$ cat src/rtl/multicycle_control.sv
// Control FSM for a multi-cycle MIPS datapath with a shared, variable-latency memory.
// Strobes are decoded from the current state; FETCH, MEM_WR and BRANCH also depend on the inputs.
module multicycle_control #(
    parameter int WAIT_LIMIT = 15
) (
    input  logic       clk,
    input  logic       reset,
    input  logic [5:0] opcode,
    input  logic       zero,
    input  logic       mem_ready,
    output logic       pc_en,
    output logic       i_or_d,
    output logic       mem_read,
    output logic       mem_write,
    output logic       ir_write,
    output logic       reg_dst,
    output logic       mem_to_reg,
    output logic       reg_write,
    output logic       alu_src_a,
    output logic [1:0] alu_src_b,
    output logic [1:0] alu_op,
    output logic [1:0] pc_source,
    output logic       instr_done,
    output logic       trap
);

    localparam int CNT_W = ($clog2(WAIT_LIMIT + 1) < 4) ? 4 : $clog2(WAIT_LIMIT + 1);
    localparam logic [CNT_W-1:0] LIMIT   = CNT_W'(WAIT_LIMIT);
    localparam logic [CNT_W-1:0] CNT_MAX = {CNT_W{1'b1}};
    localparam logic [CNT_W-1:0] CNT_ONE = CNT_W'(1);

    localparam logic [3:0] S_FETCH    = 4'd0;
    localparam logic [3:0] S_DECODE   = 4'd1;
    localparam logic [3:0] S_MEM_ADDR = 4'd2;
    localparam logic [3:0] S_MEM_RD   = 4'd3;
    localparam logic [3:0] S_MEM_WB   = 4'd4;
    localparam logic [3:0] S_MEM_WR   = 4'd5;
    localparam logic [3:0] S_EXEC     = 4'd6;
    localparam logic [3:0] S_ALU_WB   = 4'd7;
    localparam logic [3:0] S_BRANCH   = 4'd8;
    localparam logic [3:0] S_JUMP     = 4'd9;
    localparam logic [3:0] S_ADDI_EX  = 4'd10;
    localparam logic [3:0] S_ADDI_WB  = 4'd11;
    localparam logic [3:0] S_TRAP     = 4'd12;

    localparam logic [5:0] OP_RTYPE = 6'b000000;
    localparam logic [5:0] OP_LW    = 6'b100011;
    localparam logic [5:0] OP_SW    = 6'b101011;
    localparam logic [5:0] OP_BEQ   = 6'b000100;
    localparam logic [5:0] OP_BNE   = 6'b000101;
    localparam logic [5:0] OP_J     = 6'b000010;
    localparam logic [5:0] OP_ADDI  = 6'b001000;

    logic [3:0]       state_q, state_d;
    logic [CNT_W-1:0] wait_cnt_q, wait_cnt_d;
    logic             mem_state_s;

    logic       pc_en_s, i_or_d_s, mem_read_s, mem_write_s, ir_write_s;
    logic       reg_dst_s, mem_to_reg_s, reg_write_s, alu_src_a_s;
    logic [1:0] alu_src_b_s, alu_op_s, pc_source_s;
    logic       instr_done_s, trap_s;
    logic       run_s;

    assign mem_state_s = (state_q == S_FETCH) || (state_q == S_MEM_RD) || (state_q == S_MEM_WR);

    // Next-state logic and memory wait watchdog
    always_comb begin
        state_d    = state_q;
        wait_cnt_d = wait_cnt_q;
        case (state_q)
            S_FETCH:    state_d = mem_ready ? S_DECODE : S_FETCH;
            S_DECODE: begin
                case (opcode)
                    OP_RTYPE:      state_d = S_EXEC;
                    OP_LW, OP_SW:  state_d = S_MEM_ADDR;
                    OP_BEQ, OP_BNE: state_d = S_BRANCH;
                    OP_J:          state_d = S_JUMP;
                    OP_ADDI:       state_d = S_ADDI_EX;
                    default:       state_d = S_TRAP;
                endcase
            end
            S_MEM_ADDR: state_d = (opcode == OP_LW) ? S_MEM_RD : S_MEM_WR;
            S_MEM_RD:   state_d = mem_ready ? S_MEM_WB : S_MEM_RD;
            S_MEM_WB:   state_d = S_FETCH;
            S_MEM_WR:   state_d = mem_ready ? S_FETCH : S_MEM_WR;
            S_EXEC:     state_d = S_ALU_WB;
            S_ALU_WB:   state_d = S_FETCH;
            S_BRANCH:   state_d = S_FETCH;
            S_JUMP:     state_d = S_FETCH;
            S_ADDI_EX:  state_d = S_ADDI_WB;
            S_ADDI_WB:  state_d = S_FETCH;
            S_TRAP:     state_d = S_TRAP;
            default:    state_d = S_TRAP;
        endcase

        // A memory access that stalls past the limit is treated as a dead bus.
        if (!mem_state_s) begin
            wait_cnt_d = {CNT_W{1'b0}};
        end else if (mem_ready) begin
            wait_cnt_d = {CNT_W{1'b0}};
        end else if (wait_cnt_q == LIMIT) begin
            state_d    = S_TRAP;
            wait_cnt_d = {CNT_W{1'b0}};
        end else if (wait_cnt_q != CNT_MAX) begin
            wait_cnt_d = wait_cnt_q + CNT_ONE;
        end else begin
            wait_cnt_d = wait_cnt_q;
        end
    end

    // State and wait counter registers
    always_ff @(posedge clk) begin
        if (reset) begin
            state_q    <= S_FETCH;
            wait_cnt_q <= {CNT_W{1'b0}};
        end else begin
            state_q    <= state_d;
            wait_cnt_q <= wait_cnt_d;
        end
    end

    // Per-state datapath controls
    always_comb begin
        pc_en_s      = 1'b0;
        i_or_d_s     = 1'b0;
        mem_read_s   = 1'b0;
        mem_write_s  = 1'b0;
        ir_write_s   = 1'b0;
        reg_dst_s    = 1'b0;
        mem_to_reg_s = 1'b0;
        reg_write_s  = 1'b0;
        alu_src_a_s  = 1'b0;
        alu_src_b_s  = 2'b00;
        alu_op_s     = 2'b00;
        pc_source_s  = 2'b00;
        instr_done_s = 1'b0;
        trap_s       = 1'b0;
        case (state_q)
            S_FETCH: begin
                mem_read_s  = 1'b1;
                alu_src_b_s = 2'b01;
                ir_write_s  = mem_ready;
                pc_en_s     = mem_ready;
            end
            S_DECODE:   alu_src_b_s = 2'b11;
            S_MEM_ADDR: begin
                alu_src_a_s = 1'b1;
                alu_src_b_s = 2'b10;
            end
            S_MEM_RD: begin
                mem_read_s = 1'b1;
                i_or_d_s   = 1'b1;
            end
            S_MEM_WB: begin
                reg_write_s  = 1'b1;
                mem_to_reg_s = 1'b1;
                instr_done_s = 1'b1;
            end
            S_MEM_WR: begin
                mem_write_s  = 1'b1;
                i_or_d_s     = 1'b1;
                instr_done_s = mem_ready;
            end
            S_EXEC: begin
                alu_src_a_s = 1'b1;
                alu_op_s    = 2'b10;
            end
            S_ALU_WB: begin
                reg_write_s  = 1'b1;
                reg_dst_s    = 1'b1;
                instr_done_s = 1'b1;
            end
            S_BRANCH: begin
                alu_src_a_s  = 1'b1;
                alu_op_s     = 2'b01;
                pc_source_s  = 2'b01;
                pc_en_s      = opcode[0] ? ~zero : zero;
                instr_done_s = 1'b1;
            end
            S_JUMP: begin
                pc_source_s  = 2'b10;
                pc_en_s      = 1'b1;
                instr_done_s = 1'b1;
            end
            S_ADDI_EX: begin
                alu_src_a_s = 1'b1;
                alu_src_b_s = 2'b10;
            end
            S_ADDI_WB: begin
                reg_write_s  = 1'b1;
                instr_done_s = 1'b1;
            end
            S_TRAP:  trap_s = 1'b1;
            default: trap_s = 1'b0;
        endcase
    end

    // Reset aborts the current instruction immediately, so nothing may leak out during it.
    assign run_s      = ~reset;
    assign pc_en      = pc_en_s & run_s;
    assign i_or_d     = i_or_d_s & run_s;
    assign mem_read   = mem_read_s & run_s;
    assign mem_write  = mem_write_s & run_s;
    assign ir_write   = ir_write_s & run_s;
    assign reg_dst    = reg_dst_s & run_s;
    assign mem_to_reg = mem_to_reg_s & run_s;
    assign reg_write  = reg_write_s & run_s;
    assign alu_src_a  = alu_src_a_s & run_s;
    assign alu_src_b  = alu_src_b_s & {2{run_s}};
    assign alu_op     = alu_op_s & {2{run_s}};
    assign pc_source  = pc_source_s & {2{run_s}};
    assign instr_done = instr_done_s & run_s;
    assign trap       = trap_s & run_s;

endmodule

$ cat config.mk
export PLATFORM = sky130hd
export DESIGN_NAME = multicycle_control
export DESIGN_NICKNAME = d
export VERILOG_FILES = /design/src/rtl/multicycle_control.sv
export SDC_FILE = /design/constraint.sdc
export NUM_CORES = 1
export LEC_CHECK = 0
export ABC_CLOCK_PERIOD_IN_PS = 1300
export BUFFER_PORTS_ARGS = -buffer_cell sky130_fd_sc_hd__buf_2
export CAP_MARGIN = 30
export CORE_MARGIN = 2
export CORE_UTILIZATION = 44
export DETAILED_ROUTE_END_ITERATION = 8
export PLACE_DENSITY = 0.73
export SYNTH_ARGS = -nofsm -noshare
export SYNTH_HDL_FRONTEND = slang
export SYNTH_SLANG_ARGS = --single-unit
$ cat constraint.sdc
create_clock -name clk -period 1.3 [get_ports clk]
set_input_delay 0.065 -clock clk [delete_from_list [all_inputs] [get_ports clk]]
set_output_delay 0.065 -clock clk [all_outputs]
set_load 0.02 [all_outputs]
* After elaboration in Yosys (flattened, before gate mapping)
Index checks and enable logic that the tools add are counted.
** Word-level totals
- Bits of input ports :: 10
- Word-level logic and storage cells :: 77
- Register bits :: 8
** Cells by class
- Add/sub/neg operators :: 1
- Eq/ne operators :: 20
- Mux-type cells :: 24
- Bitwise gates (word level) :: 17
- Reductions and logical operators :: 13
** Operator list (count)
- $pmux 4 s8 :: 1
- $eq 4x4->1 const B :: 6
- $pmux 4 s5 :: 1
- $eq 4x3->1 const B :: 4
- $eq 6x3->1 const B :: 2
- $eq 6x6->1 const B :: 2
- $mux 4 :: 3
- $and 1x1->1 :: 11
- $mux 1 :: 11
- $reduce_or 2->1 :: 5
- $mux 3 :: 3
- $eq 4x2->1 const B :: 2
- $pmux 2 s2 :: 2
- $reduce_or 4->1 :: 2
- $and 2x2->2 :: 3
- $eq 6x2->1 const B :: 1
- $eq 6x4->1 const B :: 1
- $logic_not 6->1 :: 1
- $pmux 2 s3 :: 1
- $reduce_or 5->1 :: 1
- $add 4x1->4 const B :: 1
- $eq 4x1->1 const B :: 1
- $logic_not 4->1 :: 1
- $ne 4x4->1 const B :: 1
- other kinds (5) :: 8

* Longest topological paths before layout
Gate-level depths: netlist (run 1).
- Depth after elaboration :: 7
- Depth in mapped cells :: 5
- Depth with buffers taken out :: 4

* Least setup slack after synthesis (run 1)
No wires, ideal clock.
- Kind :: register to output
- Start :: reg state_q[0]
- End :: out alu_src_a
- Data arrival time :: 1.472 ns
- Stages on the path, launching flop included :: 4
- Required time :: 1.235 ns
- Path slack :: -0.237 ns
- Cell sequence :: dfxtp_1 buf_2 buf_1 nor4b_1
** Between the ends
- Cells in the longest elaborated chain, start to end :: 4
** RTL lines
- from (decl) :: RTL line 54 : logic [3:0] state_q, state_d;
- from (signal assigned) :: RTL line 117 : state_q <= state_d;
- $eq 4x4->1, or another cell as far along :: RTL line 138 : case (state_q)
- $reduce_or 4->1 (no source line) (*)
- $mux 1 (*) :: RTL line 138
- $and 1x1->1 (*) :: RTL line 208 : assign alu_src_a = alu_src_a_s & run_s;
- to (decl) :: RTL line 19 : output logic alu_src_a,
Every way passes the cells marked *; elsewhere a longest branch is shown, timed or not.

* Final worst setup path (run 1)
- Start :: reg state_q[3]
- End :: reg wait_cnt_q[2]
** Between the ends
- Cells in the longest elaborated chain, start to end :: 5
** RTL lines
- $eq 4x2->1 or $logic_not 4->1 (tied branches) :: RTL line 64 : assign mem_state_s = (state_q == S_FETCH) || (state_q == S_MEM_RD) || (state_q == S_MEM_WR);
- $logic_or 1x1->1 :: RTL line 64
- $logic_or 1x1->1 (*) :: RTL line 64
- $not 1->1 (no source line) (*)
- $reduce_or 4->1 (no source line) (*)
- to (signal assigned) :: RTL line 115 : wait_cnt_q <= {CNT_W{1'b0}};
- to (signal assigned) :: RTL line 118 : wait_cnt_q <= wait_cnt_d;
- to (decl) :: RTL line 55 : logic [CNT_W-1:0] wait_cnt_q, wait_cnt_d;
Marked as above.
A chain may end at the register's enable or synchronous reset.

==> impl_results.md, run 1 <==
* H-tree levels at 1
* Vertical extent of the die at 47.16 um
* Largest net degree at the start of global routing at 13
* Post-synthesis sequential area ratio at 19.54%
* Number of I/O port buffers at 26
* RSZ-0062 raised after global routing: yes
* Post-Syn Nets at 127
* Ratio of total power to cell area at 764.5 nW/um^2
* Failing checks: negative setup slack
* Number of hold-slack violations in the final timing report at 0
* Filler cell count in the final layout at 120
* Commonest non-fill, non-tap cells in the layout: buf_4, buf_2, nor2_1
* CTS tree: yes
* Maxcap violations at 0
* Area added between synthesis and finish at 71.76%
* Warnings from Yosys at 0
* Avg Synthesized Cell Area at 7.065 sq um
* Detailed Route WL at 3.254 mm
* Maximum net fanout on the critical path at 4
* Reg area at 172.7 sq um
* Final worst path period need at 1577 ps
* Share of cells above drive strength 1 at 57.32%
* Count of endpoints failing setup in the final report at 25
* Number of sinks handled by clock tree synthesis at 8
* Data arrival time at the worst-slack endpoint at 1770 ps
* Leakage at 0.6187 nW
* Worst-case clock skew at 2.760 ps
* Vias after detailed routing at 1159
* CP startpoint kind: flop
* Run status: finished, violations left
* Transition time of the tightest slew-check pin at 365.5 ps
* Post-synthesis register bit count at 8
* Cells after synthesis at 116
* Initial antenna violation count at 0
* Peak VDD IR at 544.1 uV
* Number of enable flip-flop cells after synthesis at 0
* Average wire per cell in the routed design at 17.22 um
* Drc violations at 0
* Wire length of the first global-routing pass at 4.319 mm
* Slew headroom at 75.32%
* Place WS at -150.2 ps
* Via count of the first global-routing pass at 957
* Final HPWL from detailed placement at 1.693 mm
* Number of I/O pins at 27
* Final Util at 80.65%
* WS Path Type: flop to flop
* Final Total Pwr at 0.001076 W
* Overall fraction of global-route tracks in use at 27.60%
* Clock slew seen by the registers of the worst setup and hold paths at 50 ps
* Area occupied by multi-input gates at 754.5 sq um
* Nets at 177
* Standard-cell rows at 15
* Ys flop type: dfxtp_1
* Clk buf depth at 2
* Average vias per placed instance at 6.132
* Count of unique library cells instantiated by Yosys at 44
* Fin Hold WS at 174.7 ps
* Async set or reset register ratio after synthesis at 0%
* Sort of element at the end of the critical path: flop
* Total gr overflow at 0
* Post-route antenna net violation count at 0
* Initial detailed-routing violation count at 39
* CTS root buf: clkbuf_4
* Core Box Area at 1745 sq um
* Routability congestion estimate at 0.8573
* Final Worst Setup Slack at -277.4 ps
* Post-Route Setup TNS at -4057 ps
* Top achievable clock speed at 634.0 MHz
* Number of clock buffers inserted by TritonCTS at 3
* Worst Path Required at 1490 ps
* Area of the mapped netlist at 819.5 sq um
* Type of the worst min-delay path: input port to flop
* Die outline width at 47.16 um
* Fin crit share at 121.3%
* Max-slew violations at 0
* Initial Util at 46.95%
* Number of hold-repair buffers added at the cts stage at 0
* Antenna Diode Count at 0
* Insertion delay of the later-clocked pin in the worst-skew pair at 260 ps
* Most common cell after layout, fill and taps aside: buf_4
* First-pass iteration count of the detailed router at 6
* Full die area at 2224 sq um
final timing paths:
path         cells past startpoint                  startpoint  slack, ps                          to
max reg2reg                      5       state_q[3]$_SDFF_PP0_       -280  wait_cnt_q[2]$_SDFFE_PP0N_
min reg2reg                      1  wait_cnt_q[0]$_SDFFE_PP0N_        450  wait_cnt_q[0]$_SDFFE_PP0N_
min                              2                       reset        170       state_q[3]$_SDFF_PP0_
max                              5       state_q[3]$_SDFF_PP0_       -280  wait_cnt_q[2]$_SDFFE_PP0N_
flip-flops by register name (all words and copies together) (netlist names):
name	cells
wait_cnt_q	4
state_q	4
cell usage after synthesis, types with 2 or more instances:
library cell  count  share of area (%)
nor2_1           18                8.2
nand2_1           9                4.1
dfxtp_1           8                 20
nor3_1            7                4.3
a21oi_1           6                3.7
buf_2             6                3.7
nor4_1            5                3.8
nand2b_1          4                3.1
xor2_1            4                4.3
a22oi_1           3                2.7
and3_1            3                2.3
inv_1             3                1.4
nand3_1           3                1.8
o21ai_0           3                1.8
a21boi_0          2                1.8
nand3b_1          2                1.8
o21a_1            2                1.8
xnor2_1           2                2.1
worst max-delay path, cell delays in order (launching register included):
cell and delay (ps):
dfxtp_2 330, buf_4 140, nor4b_2 340, a22oi_2 140, or3b_4 430, nor2_2 130
cell type report:
| class | instances | area share, % |
|---|---|---|
| inverters | 3 | 0.8000 |
| clock buffers | 3 | 1.600 |
| flip-flops and latches | 8 | 12.27 |
| repair buffers | 55 | 29.51 |
| well taps | 25 | 2.222 |
| multi-input cells | 95 | 53.60 |
layer usage:
| layer | vias to the layer above | wire length, um | share of wire (%) | track usage [%] |
|---|---|---|---|---|
| li1 | 520 | - | - | - |
| met1 | 552 | 1326 | 41 | 35.25 |
| met2 | 71 | 1529 | 47 | 44.38 |
| met3 | 16 | 290 | 8.9 | 8.462 |
| met4 | 0 | 107 | 3.3 | 8.889 |
| met5 | - | 0 | 0 | 0 |
power by group:
group / total (W) / internal [W] / switching (W)
clock: 0.000194 / 0.000106 / 0.0000881
combinational: 0.000598 / 0.000285 / 0.000313
sequential: 0.000285 / 0.000262 / 0.0000227
kinds of logic after synthesis:
kind of cell    share of synthesized area (%)
flops                                   19.54
buf+inv                                 8.244
mux                                     1.221
fa+ha+maj                               1.526
simple gates                            40.30
compound gates                          22.75
xor+xnor                                6.412
metrics by stage:
stage | cell area (sq um) | cells
floorplan | 870.8 | 116
global placement | 1122 | 177
detailed placement | 1122 | 177
CTS | 1318 | 188
global route | 1408 | 189
finish | 1408 | 189
what timing repair did:
action	4_1_cts	5_1_grt
setup endpoints to repair	24	25
pin swaps	11	6
cloned	1	0
resized for setup	37	18
buffers inserted	7	1
Note: power is estimated with default switching activity, not from simulation.
==> run 2: changes to the inputs <==
CORE_UTILIZATION = 47   (was 44)
CTS_BUF_LIST = sky130_fd_sc_hd__clkbuf_8   (was default)
MAX_ROUTING_LAYER = met4   (was default)
PLACE_DENSITY = 0.77   (was 0.73)
==> run 2 against run 1 <==
Compared with the run above: the run still ends with negative setup slack left; flip-flop and latch count did not move; sequential power rose by 3%; first-iteration DRC count down 13%; critical endpoint is now alu_src_b[1].
==> impl_results.md, run 2 (synthesis gave the netlist of run 1 again) <==
* Place WS at -101.2 ps (+49.02 ps)
* Largest net degree at the start of global routing at 16 (+3)
* Die outline width at 45.76 um (-3.0%)
* Number of hold-repair buffers added at the cts stage at 0 (unchanged)
* Fin crit share at 117.8% (-3.5 points)
* Final worst path period need at 1532 ps (-45.85 ps)
* Final Total Pwr at 0.001222 W (+14%)
* Worst Path Required at 1240 ps (-250 ps)
* Average wire per cell in the routed design at 18.54 um (+7.7%)
* Initial Util at 48.52% (+1.6 points)
* Worst path cell trace: buf_6 > buf_6 > buf_6 > nor2_4 > nand2_2 > a21boi_2 > buf_6
* Ratio of total power to cell area at 824.9 nW/um^2 (+7.9%)
* Reg area at 175.2 sq um (+1.4%)
* Peak VDD IR at 933.4 uV (+72%)
* Drc violations at 0 (unchanged)
* H-tree levels at 1 (unchanged)
* Type of the worst min-delay path: input port to flop
* Slowest cell delay on critical path at 340 ps (-90 ps)
* Max-slew violations at 0 (unchanged)
* Number of clock buffers inserted by TritonCTS at 3 (unchanged)
* Post-route antenna net violation count at 0 (unchanged)
* Maximum net fanout on the critical path at 7 (+3)
* Overall fraction of global-route tracks in use at 26.83% (-0.77 points)
* Top achievable clock speed at 652.9 MHz (+3.0%)
* Slew headroom at 68.38% (-6.9 points)
* Filler cell count in the final layout at 85 (-29%)
* Maxcap violations at 0 (unchanged)
* Standard-cell rows at 15 (unchanged)
* Initial antenna violation count at 0 (unchanged)
* Data arrival time at the worst-slack endpoint at 1470 ps (-300 ps)
* Nets at 174 (-1.7%)
* Number of I/O port buffers at 26 (unchanged)
* Via count of the first global-routing pass at 901 (-5.9%)
* Worst-case clock skew at 3.394 ps (+0.6344 ps)
* Most common cell after layout, fill and taps aside: buf_4
* Total gr overflow at 0 (unchanged)
* Number of sinks handled by clock tree synthesis at 8 (unchanged)
* Average vias per placed instance at 6.213 (+1.3%)
* RSZ-0062 raised after global routing: yes
* Sort of element at the end of the critical path: primary output
* Final HPWL from detailed placement at 1.606 mm (-5.1%)
* Critical Path Most Common Cell: buf_6
* CP startpoint kind: flop
* Final Worst Setup Slack at -231.5 ps (+45.85 ps)
* Wire length of the first global-routing pass at 3.953 mm (-8.5%)
* Commonest non-fill, non-tap cells in the layout: buf_4, buf_6, buf_2
* Master of the slowest instance on the critical path: dfxtp_4
* Cell depth of the worst min-delay path at 3 (+1)
* Initial detailed-routing violation count at 34 (-13%)
* Area added between synthesis and finish at 80.76%
* Vertical extent of the die at 45.76 um (-3.0%)
* Run status: finished, violations left
* Failing checks: negative setup slack
* Post-Route Setup TNS at -2589 ps (+1468 ps)
* Leading registers by flop count: state_q (4), wait_cnt_q (4)
* Count of endpoints failing setup in the final report at 20 (-20%)
* Insertion delay of the later-clocked pin in the worst-skew pair at 230 ps (-30 ps)
* Core Box Area at 1689 sq um (-3.2%)
* Full die area at 2094 sq um (-5.8%)
* Clk buf depth at 2 (unchanged)
* Routability congestion estimate at 0.8188 (-4.5%)
* Antenna Diode Count at 0 (unchanged)
* CTS root buf: clkbuf_8
* Leakage at 0.6259 nW (+1.2%)
* Clock slew seen by the registers of the worst setup and hold paths at 40 ps (about the same)
* Number of I/O pins at 27 (unchanged)
* Detailed Route WL at 3.301 mm (+1.4%)
* Transition time of the tightest slew-check pin at 474.4 ps (+108.8 ps)
* WS Path Type: flop to primary output
* First-pass iteration count of the detailed router at 4 (-2)
* Vias after detailed routing at 1106 (-4.6%)
* Share of cells above drive strength 1 at 62.11% (+4.8 points)
* Cell count of the worst reg-to-reg path at 5 (unchanged)
* CTS tree: yes
* Number of hold-slack violations in the final timing report at 0 (unchanged)
* Area occupied by multi-input gates at 804.5 sq um (+6.6%)
==> run 2: power by group <==
group / switching (W) / internal, W
Sequential: 0.0000317 / 0.000262
Clock: 0.000108 / 0.000202
Combinational: 0.000327 / 0.000291
==> run 2: cell type report <==
cell class / instances / area share [%]
Multi-Input combinational cell: 95 / 54.31
Sequential cell: 8 / 11.82
Tap cell: 17 / 1.436
Clock buffer: 3 / 2.787
Inverter: 3 / 0.7601
Timing Repair Buffer: 52 / 28.89
==> run 2: what timing repair did <==
item	in CTS	in global routing
cloned	0	0
hold endpoints to repair	0	0
buffers inserted	5	6
pin swaps	11	14
endpoints found under the setup margin	24	25
resized for setup	28	51
==> run 2: layer usage <==
layer,GRT usage (%),vias to the layer above,wire [um]
li1,-,509,-
met2,45.92,45,1680
met1,32.78,542,1376
met5,-,-,0
met4,3.429,0,95
met3,6.349,10,149
==> run 2: critical path, delay by kind of cell, from the launching register on <==
family | cells | cell delay [ps]
compound gates | 1 | 170
buf+inv | 4 | 520
flops | 1 | 340
simple gates | 2 | 200
==> run 2: per-stage QoR <==
stage	instance area, sq um	hold slack [ps]	cells	util [%]
5_1_grt	1481	187.0	178	87.70
3_3_place_gp	1075	415.3	164	63.63
3_5_place_dp	1075	419.8	164	63.63
6_report	1481	176.3	178	87.70
4_1_cts	1236	206.5	172	73.19
2_1_floorplan	870.8	261.4	116	-
==> run 2: final timing paths <==
check / from / to / slack, ps
worst min register to register: wait_cnt_q[0]$_SDFFE_PP0N_ / wait_cnt_q[0]$_SDFFE_PP0N_ / 530
worst min-delay path: opcode[4] / state_q[2]$_SDFF_PP0_ / 180
worst max-delay path: state_q[3]$_SDFF_PP0_ / alu_src_b[1] / -230
worst max register to register: state_q[3]$_SDFF_PP0_ / wait_cnt_q[0]$_SDFFE_PP0N_ / -230
==> run 3: changes to the inputs <==
PLACE_DENSITY = 0.78   (was 0.77)
==> run 3 against run 2 <==
Compared with the run above: the run still ends with negative setup slack left; clock-buffer cell count is the same; cell count grew 5.1%; first-iteration DRC count grew 100%; worst hold slack gained 46 ps; die area is the same; total power grew 3.0%; fmax shrank 2.1%.
==> impl_results.md, run 3 (synthesis gave the netlist of run 1 again) <==
* Initial detailed-routing violation count at 68 (+100%)
* Largest net degree at the start of global routing at 16 (unchanged)
* H-tree levels at 1 (unchanged)
* Place WS at -121.3 ps (-20.05 ps)
* Run status: finished, violations left
* Number of hold-slack violations in the final timing report at 0 (unchanged)
* Clk buf depth at 2 (unchanged)
* Maximum net fanout on the critical path at 5 (-2)
* CP startpoint kind: flop
* Peak VDD IR at 606.4 uV (-35%)
* Final Worst Setup Slack at -264.4 ps (-32.86 ps)
* First-pass iteration count of the detailed router at 4 (unchanged)
* Initial antenna violation count at 0 (unchanged)
* WS Path Type: flop to primary output
* Commonest non-fill, non-tap cells in the layout: buf_4, buf_6, buf_2
* Area added between synthesis and finish at 89.16%
* Nets at 183 (+5.2%)
* Post-route antenna net violation count at 0 (unchanged)
* Total gr overflow at 0 (unchanged)
* Final Util at 91.78% (+4.1 points)
* Failing checks: negative setup slack
* Reg-to-Reg Start: state_q[2]$_SDFF_PP0_
* CTS root buf: clkbuf_8
* Data arrival time at the worst-slack endpoint at 1500 ps (+30 ps)
* Average wire per cell in the routed design at 22.34 um (+20%)
* Vertical extent of the die at 45.76 um (unchanged)
* Drc violations at 0 (unchanged)
* Share of cells above drive strength 1 at 62.94% (+0.83 points)
* Origin of the worst min-delay path: opcode[4]
* Number of I/O port buffers at 26 (unchanged)
* Max-slew violations at 0 (unchanged)
* Fin Hold WS at 222.4 ps (+46.13 ps)
* Core Box Area at 1689 sq um (unchanged)
* Antenna Diode Count at 0 (unchanged)
* Leading registers by flop count: state_q (4), wait_cnt_q (4)
* Via count of the first global-routing pass at 1039 (+15%)
* Wire length of the first global-routing pass at 4.802 mm (+21%)
* Initial Util at 48.52% (unchanged)
* CTS tree: yes
* Routability congestion estimate at 0.8884 (+8.5%)
* Sort of element at the end of the critical path: primary output
* Count of endpoints failing setup in the final report at 25 (+25%)
* Setup crit start: state_q[3]$_SDFF_PP0_
* Final worst path period need at 1564 ps (+32.86 ps)
* RSZ-0062 raised after global routing: yes
* Standard-cell rows at 15 (unchanged)
* Vias after detailed routing at 1259 (+14%)
* Average vias per placed instance at 6.733 (+8.4%)
* Most common cell after layout, fill and taps aside: buf_4
* Worst-case clock skew at 1.478 ps (-1.916 ps)
* Number of sinks handled by clock tree synthesis at 8 (unchanged)
* Type of the worst min-delay path: input port to flop
* Full die area at 2094 sq um (unchanged)
* Number of clock buffers inserted by TritonCTS at 3 (unchanged)
* Ratio of total power to cell area at 812.2 nW/um^2 (-1.5%)
* Final HPWL from detailed placement at 1.829 mm (+14%)
* Met2 Routed Length at 1.899 mm (+13%)
* Die outline width at 45.76 um (unchanged)
* Fin crit share at 120.3% (+2.5 points)
* Final Total Pwr at 0.001259 W (+3.0%)
* Number of I/O pins at 27 (unchanged)
* Leakage at 0.6703 nW (+7.1%)
* Clock slew seen by the registers of the worst setup and hold paths at 40 ps (about the same)
* Insertion delay of the later-clocked pin in the worst-skew pair at 230 ps (about the same)
* Top achievable clock speed at 639.2 MHz (-2.1%)
* Maxcap violations at 0 (unchanged)
* Met3 layer wire length in the routed design at 422 um (+180%)
* Transition time of the tightest slew-check pin at 494.0 ps (+19.60 ps)
* Overall fraction of global-route tracks in use at 32.08% (+5.3 points)
* Highest Signal Layer: met4
* Detailed Route WL at 4.177 mm (+27%)
* Slew headroom at 67.07% (-1.3 points)
* Post-Route M1 WL at 1.492 mm (+8.4%)
* Worst Path Required at 1240 ps (about the same)
* Post-Route Setup TNS at -3413 ps (-823.4 ps)
==> run 3: changes by cell type in the layout (fill, tap and decap cells not counted), moves of 2 or more <==
cell      before  now
buf_4         27   33
buf_6         12   15
buf_8          1    3
nand2_2        2    0
nand2b_4       3    1
nor2_2         6    3
nor2_4         4    8
==> run 3: critical path, stage by stage (launching register included) <==
cell     delay (ps)
dfxtp_4         360
buf_6           130
buf_8           120
nor3_2          270
and3_1          240
buf_4           150
==> run 3: cell type report <==
type | instances | area, sq um
repair buffers | 61 | 511.7
fillers | 57 | 138.9
inverters | 3 | 11.26
multi-input cells | 95 | 789.5
clock buffers | 3 | 41.29
well taps | 17 | 21.27
flip-flops and latches | 8 | 175.2
==> run 3: power breakdown <==
| part | switching [W] | total, W | internal (W) | leakage [nW] |
|---|---|---|---|---|
| logic | 0.000361 | 0.000673 | 0.000313 | 0.581 |
| registers | 0.0000258 | 0.000288 | 0.000263 | 0.0680 |
| clock network | 0.0000969 | 0.000297 | 0.000201 | 0.0216 |
| total | 0.000483 | 0.00126 | 0.000776 | 0.670 |
==> run 3: path summary, 6_finish.rpt <==
| check | endpoint | slack (ps) | cells past startpoint |
|---|---|---|---|
| max | ir_write | -260 | 5 |
| min | state_q[2]$_SDFF_PP0_ | 220 | 3 |
| max reg2reg | state_q[0]$_SDFF_PP0_ | -150 | 5 |
| min reg2reg | wait_cnt_q[0]$_SDFFE_PP0N_ | 450 | 1 |
==> run 3: metal layers <==
layer | GRT usage [%] | up-vias
met2 | 52.11 | 111
met1 | 40.43 | 571
met5 | - | -
met3 | 5.952 | 47
met4 | 9.143 | 0
li1 | - | 530
==> run 3: metrics by stage <==
stage          instance area (sq um)  cells
6_report                        1550    187
5_1_grt                         1550    187
4_1_cts                         1333    179
3_5_place_dp                    1135    172
3_3_place_gp                    1135    172
2_1_floorplan                  870.8    116
==> run 3: timing repair <==
| item | 4_1_cts | 5_1_grt |
|---|---|---|
| setup endpoints to repair | 25 | 25 |
| hold endpoints to repair | 0 | 0 |
| buffers inserted | 4 | 8 |
| pin swaps | 13 | 9 |
| resized for setup | 41 | 43 |
| hold buffers | 0 | 0 |
